File: src/rtl/cla_pkg.sv
// Shared definitions for the pipelined carry-lookahead adder.
//   cla_op_t : operation select (ADD = 0, SUB = 1)
//   GRP_W    : width of one lookahead group in bits
package cla_pkg;

  localparam int GRP_W = 4;

  typedef enum logic {
    ADD = 1'b0,
    SUB = 1'b1
  } cla_op_t;

endpackage

File: src/rtl/cla_group.sv
// 4-bit carry-lookahead group (purely combinational).
// Ports:
//   x, y : group operand slices
//   cin  : carry into the group
//   s    : group sum
//   g    : group generate (group produces a carry on its own)
//   p    : group propagate (AND of bitwise x ^ y)
module cla_group
  import cla_pkg::*;
(
  input  logic [GRP_W-1:0] x,
  input  logic [GRP_W-1:0] y,
  input  logic             cin,
  output logic [GRP_W-1:0] s,
  output logic             g,
  output logic             p
);

  logic [GRP_W-1:0] gen;
  logic [GRP_W-1:0] prop;
  logic [GRP_W-1:0] c;

  assign gen  = x & y;
  assign prop = x ^ y;

  // Bit carries in flattened lookahead form rather than rippled.
  assign c[0] = cin;
  assign c[1] = gen[0] | (prop[0] & cin);
  assign c[2] = gen[1] | (prop[1] & gen[0]) | (prop[1] & prop[0] & cin);
  assign c[3] = gen[2] | (prop[2] & gen[1]) | (prop[2] & prop[1] & gen[0])
              | (prop[2] & prop[1] & prop[0] & cin);

  assign s = prop ^ c;
  assign g = gen[3] | (prop[3] & gen[2]) | (prop[3] & prop[2] & gen[1])
           | (prop[3] & prop[2] & prop[1] & gen[0]);
  assign p = &prop;

endmodule

File: src/rtl/pipe_cla_adder.sv
// Pipelined carry-lookahead adder/subtractor.
// Parameters:
//   WIDTH  : operand/result width, multiple of 4 in 4..64
//   STAGES : pipeline depth in cycles, must divide WIDTH/4
// Ports:
//   Clk, Reset_n         : rising-edge clock, asynchronous active-low reset
//   Clear                : synchronous flush of every stage valid bit
//   in_valid, in_ready   : upstream handshake
//   A, B, Cin, Op        : operands, carry-in (ignored for SUB), ADD/SUB select
//   out_valid, out_ready : downstream handshake
//   Sum, CO, OVF         : result, carry out of MSB (SUB: 1 = no borrow),
//                          signed overflow
//
// Handshake: a transfer happens on a rising edge where valid & ready are both
// high. in_ready = !out_valid | out_ready, so the whole pipe advances together
// or holds together; while out_valid & !out_ready nothing moves and the
// outputs are stable. A pop and a push on the same edge both take effect.
module pipe_cla_adder
  import cla_pkg::*;
#(
  parameter int WIDTH  = 16,
  parameter int STAGES = 2
) (
  input  logic             Clk,
  input  logic             Reset_n,
  input  logic             Clear,
  input  logic             in_valid,
  output logic             in_ready,
  input  logic [WIDTH-1:0] A,
  input  logic [WIDTH-1:0] B,
  input  logic             Cin,
  input  cla_op_t          Op,
  output logic             out_valid,
  input  logic             out_ready,
  output logic [WIDTH-1:0] Sum,
  output logic             CO,
  output logic             OVF
);

  localparam int NGRP = WIDTH / GRP_W;
  localparam int GPS  = NGRP / STAGES;   // groups handled per stage
  localparam int SW   = GPS * GRP_W;     // bits handled per stage

  if ((WIDTH % GRP_W) != 0 || WIDTH < 4 || WIDTH > 64 || STAGES < 1
      || (NGRP % STAGES) != 0) begin : g_param_check
    $error("pipe_cla_adder: illegal WIDTH/STAGES combination");
  end

  // Subtraction is A + ~B + 1; Cin only matters for ADD.
  logic [WIDTH-1:0] b_eff;
  logic             c0;
  assign b_eff = (Op == SUB) ? ~B : B;
  assign c0    = (Op == SUB) ? 1'b1 : Cin;

  logic             advance;
  logic             flush;
  logic [WIDTH-1:0] stg_a [STAGES];
  logic [WIDTH-1:0] stg_b [STAGES];
  logic [WIDTH-1:0] stg_s [STAGES];
  logic [STAGES-1:0] stg_v;
  logic [STAGES-1:0] stg_c;
  logic             ovf_o;

  assign out_valid = stg_v[STAGES-1];
  assign in_ready  = !out_valid | out_ready;
  assign advance   = in_ready;
  assign flush     = Clear;

  for (genvar k = 0; k < STAGES; k++) begin : g_stage
    localparam int LO = k * SW;

    logic [WIDTH-1:0] a_in, b_in, s_in, s_nx;
    logic             c_in, v_in;
    logic [GPS:0]     gc;
    logic [SW-1:0]    gs;
    logic [GPS-1:0]   gg, gp;
    logic [WIDTH-1:0] a_r, b_r, s_r;
    logic             c_r, v_r;

    if (k == 0) begin : g_head
      assign a_in = A;
      assign b_in = b_eff;
      assign s_in = '0;
      assign c_in = c0;
      assign v_in = in_valid;
    end else begin : g_body
      assign a_in = stg_a[k-1];
      assign b_in = stg_b[k-1];
      assign s_in = stg_s[k-1];
      assign c_in = stg_c[k-1];
      assign v_in = stg_v[k-1];
    end

    assign gc[0] = c_in;
    for (genvar j = 0; j < GPS; j++) begin : g_grp
      cla_group u_grp (
        .x   (a_in[LO + j*GRP_W +: GRP_W]),
        .y   (b_in[LO + j*GRP_W +: GRP_W]),
        .cin (gc[j]),
        .s   (gs[j*GRP_W +: GRP_W]),
        .g   (gg[j]),
        .p   (gp[j])
      );
      assign gc[j+1] = gg[j] | (gp[j] & gc[j]);
    end

    // Lower bits were finished by earlier stages; this stage fills its slice.
    always_comb begin
      s_nx = s_in;
      s_nx[LO +: SW] = gs;
    end

    // Clear drops valid bits only; data regs simply hold.
    always_ff @(posedge Clk or negedge Reset_n) begin
      if (!Reset_n) begin
        v_r <= 1'b0;
        c_r <= 1'b0;
        a_r <= '0;
        b_r <= '0;
        s_r <= '0;
      end else if (flush) begin
        v_r <= 1'b0;
      end else if (advance) begin
        v_r <= v_in;
        c_r <= gc[GPS];
        a_r <= a_in;
        b_r <= b_in;
        s_r <= s_nx;
      end
    end

    assign stg_a[k] = a_r;
    assign stg_b[k] = b_r;
    assign stg_s[k] = s_r;
    assign stg_c[k] = c_r;
    assign stg_v[k] = v_r;

    if (k == STAGES-1) begin : g_tail
      logic ovf_r;
      // Carry into the MSB is recovered as sum ^ a ^ b at that bit.
      always_ff @(posedge Clk or negedge Reset_n) begin
        if (!Reset_n) begin
          ovf_r <= 1'b0;
        end else if (advance && !flush) begin
          ovf_r <= gs[SW-1] ^ a_in[WIDTH-1] ^ b_in[WIDTH-1] ^ gc[GPS];
        end
      end
      assign ovf_o = ovf_r;
    end
  end

  assign Sum = stg_s[STAGES-1];
  assign CO  = stg_c[STAGES-1];
  assign OVF = ovf_o;

endmodule

File: config.mk
export PLATFORM = sky130hd
export DESIGN_NAME = pipe_cla_adder
export DESIGN_NICKNAME = d
export VERILOG_FILES = /design/src/rtl/cla_pkg.sv /design/src/rtl/cla_group.sv /design/src/rtl/pipe_cla_adder.sv
export SDC_FILE = /design/constraint.sdc
export NUM_CORES = 1
export LEC_CHECK = 0
export ABC_AREA = 1
export BUFFER_PORTS_ARGS = -buffer_cell sky130_fd_sc_hd__buf_4
export CORE_UTILIZATION = 60
export CTS_BUF_LIST = sky130_fd_sc_hd__clkbuf_4
export DETAILED_ROUTE_END_ITERATION = 7
export GPL_ROUTABILITY_DRIVEN = 1
export GPL_TIMING_DRIVEN = 1
export PLACE_DENSITY = 0.87
export SYNTH_ARGS = -nofsm -noshare
export SYNTH_HDL_FRONTEND = slang
export SYNTH_SLANG_ARGS = --single-unit
File: constraint.sdc
create_clock -name Clk -period 3.9 [get_ports Clk]
set_input_delay 0.195 -clock Clk [delete_from_list [all_inputs] [get_ports Clk]]
set_output_delay 0.195 -clock Clk [all_outputs]
set_load 0.05 [all_outputs]
==> qor.yml <==
synth_compound_area_share_pct: 9.02
via_per_inst: 5.17
synth_cell_types: 32
grt_pass1_wl_mm: 8.07
coreArea_mm2: 0.00406
post_cts_resize_count: 0
critPathMaxFanout: 55
min_path_type: "in -> reg"
setup_ws_ns: 1.87
crit_arrival_ns: 2.33
cts_root_buffer: "clkbuf_4"
via_count: 2135
start_util_pct: 63.6
drtAntennaViolNets: 0
cts_tree: "built"
r2r-start: "out_valid"
diodes: 0
setup-tns-final_ns: 0
h-tree-depth: 2
drtPass1Iterations: 4
maxCapViolations: 0
area_growth_pct: 19.7
pin_count: 59
crit_path_start_kind: "input pin"
ys_ff_latch: 45
nFillCells: 294
hp-start: "A[14]"
cts_sinks: 45
min_period_over_period_pct: 52.0
final_nets: 421
ctsHoldBuffers: 1
netlist_instances: 305
path_class: "in -> reg"
vdd_ir_drop_max_v: 0.000346
drv_slew: 0
die_y_um: 67.6
numPortBuffers: 58
yosys.area.top_type: "dfrtp_1"
power_density_mw_per_mm2: 489
cts_setup_buffers: 0
min_period_ns: 2.03
worst_slew_pin_slew_ns: 0.740
ys_warn_count: 0
syn_area_per_cell_um2: 8.45
drcViolationCount: 0
synth-xor-area-share_pct: 7.13
fp-row-count: 23
grt_pass1_vias: 1931
hpwl_mm: 3.73
worstRegToRegCells: 7
fin_skew_ns: 0.00807
drt_iter0_markers: 105
drive_above_1_share_pct: 20.9
rsz0062_at_grt: "no"
synth-simple-area-share_pct: 23.0
hold_violations: 0
grt_max_degree: 56
synthFlopType: "dfrtp_1"
grt_overflow: 0
final_util_pct: 76.1
dieArea_mm2: 0.00456
synth_mux_area_share_pct: 0
clk_pin_slew_ns: 0.12
worstPathRequired_ns: 4.20
track_usage_pct: 24.0
status: "complete, no violations"
worst_hold_slack_ns: 0.0288
antenna_found_initial: 0
fmax_mhz: 493
min_path_cells: 3
syn_area_mm2: 0.00258
clkLatencyLatePin_ns: 0.36
wl_per_cell_um: 12.1
gp_congestion: 0.803
critical_path.endpoint_type: "flop"
numCtsBuffers: 5
drt_wl_total_mm: 4.98
fin_total_pwr_mw: 1.51
relSlewSlack_pct: 50.6
ys_seq_area_share_pct: 43.7
die_width_um: 67.6
leakage_nw: 1.64
place_ws_ns: 1.59
ff2ff_setup_slack_ns: 1.92
ys_async_sr_fraction_pct: 100
yosys-top-cells-area: "dfrtp_1 44%, nand2_1 15%, ha_1 7.8%"
yosysTopAreaCellShare_pct: 43.7
rr_endpoint: "g_stage[0].s_r[3]"
synthAdderAreaFrac_pct: 10.9
synth_top_family_by_area: "simple AND/OR/NAND/NOR gates"
synth_edf_count: 0
setup_viol: 0
syn_nets: 364
min_delay_worst_endpoint: "g_stage[0].a_r[14]"
clk_path_buf_depth: 2
state kept, by name, summed over array words and instances (netlist names):
register,cells
g_stage.b_r,8
out_valid,1
g_stage.a_r,8
g_stage.s_r,8
Sum,16
g_stage.v_r,1
CO,1
OVF,1
g_stage.c_r,1
synthesized netlist by cell type, types with 2 or more instances:
| cell type | number |
|---|---|
| nor2_4 | 2 |
| nand2_1 | 105 |
| dfrtp_1 | 45 |
| a31oi_1 | 3 |
| xnor2_1 | 13 |
| o21ai_0 | 21 |
| nor2_2 | 2 |
| nor3_1 | 2 |
| nor2_1 | 11 |
| a21oi_2 | 2 |
| buf_2 | 4 |
| nand3b_1 | 2 |
| fa_1 | 4 |
| xor2_1 | 8 |
| a21oi_1 | 10 |
| o21ai_1 | 2 |
| buf_4 | 2 |
| clkbuf_1 | 2 |
| nand3_1 | 10 |
| inv_1 | 26 |
| ha_1 | 16 |
| nand2_2 | 3 |
metrics by stage:
| step | std cells | instance area, um^2 |
|---|---|---|
| finish | 413 | 3090 |
| global route | 413 | 3090 |
| CTS | 412 | 3080 |
| detailed placement | 403 | 3020 |
| global placement | 403 | 3020 |
| floorplan | 305 | 2580 |
where the power goes:
group	total, mW	internal [mW]	leakage [nW]	switching [mW]
combinational	0.674	0.234	1.06	0.440
clock	0.212	0.0655	0.0300	0.147
sequential	0.624	0.566	0.551	0.0588
total	1.51	0.865	1.64	0.645
logic make-up after synthesis:
family / count (synthesis)
xor+xnor: 21
flops: 45
simple gates: 140
buf+inv: 37
compound gates: 42
fa+ha+maj: 20
layout make-up:
type	count	area (um^2)	area share, %
timing repair buffer	60	455	14.7
clock inverter	3	12.5	0.405
inverter	27	104	3.36
tap	50	62.6	2.03
clock buffer	5	37.5	1.22
sequential	45	1130	36.5
multi-input combinational	223	1290	41.8
cells in the final DEF, fill, tap and decap left out, types with 2 or more instances in the layout:
cell,instances
a21oi_1,10
a21oi_2,2
a31oi_1,3
buf_4,58
clkbuf_4,5
clkinv_1,2
dfrtp_1,45
dlygate4sd3_1,2
fa_1,4
ha_1,16
inv_1,26
nand2_1,105
nand2_2,3
nand3_1,10
nand3b_1,2
nor2_1,11
nor2_2,2
nor2_4,2
nor3_1,2
o21ai_0,21
o21ai_1,2
xnor2_1,13
xor2_1,8
worst max path at each step:
stage	start	end	depth (start not counted)
final	Clear	g_stage[0].s_r[3]	7
after global routing	out_valid	Sum[11]	7
after CTS	out_valid	OVF	8
after detailed placement	Op	g_stage[0].s_r[5]	13
after global placement	Op	g_stage[0].s_r[5]	13
after floorplan	Op	g_stage[0].s_r[5]	14
routing by layer:
metal	share of wire [%]	routed length, um	GRT usage [%]	vias to the layer above
li1	-	-	-	1086
met1	46	2300	29.9	996
met2	49	2440	40.8	48
met3	3.6	180	5.24	5
met4	1.1	54	7.98	0
met5	0	0	0	-
critical path, cell delays in order:
cell,delay (ns)
dlygate4sd3_1,0.54
buf_4,0.15
nor2_4,0.58
inv_4,0.37
a21oi_1,0.22
o21ai_0,0.16
nand2_1,0.08
Power figures use the tool's default switching activity.
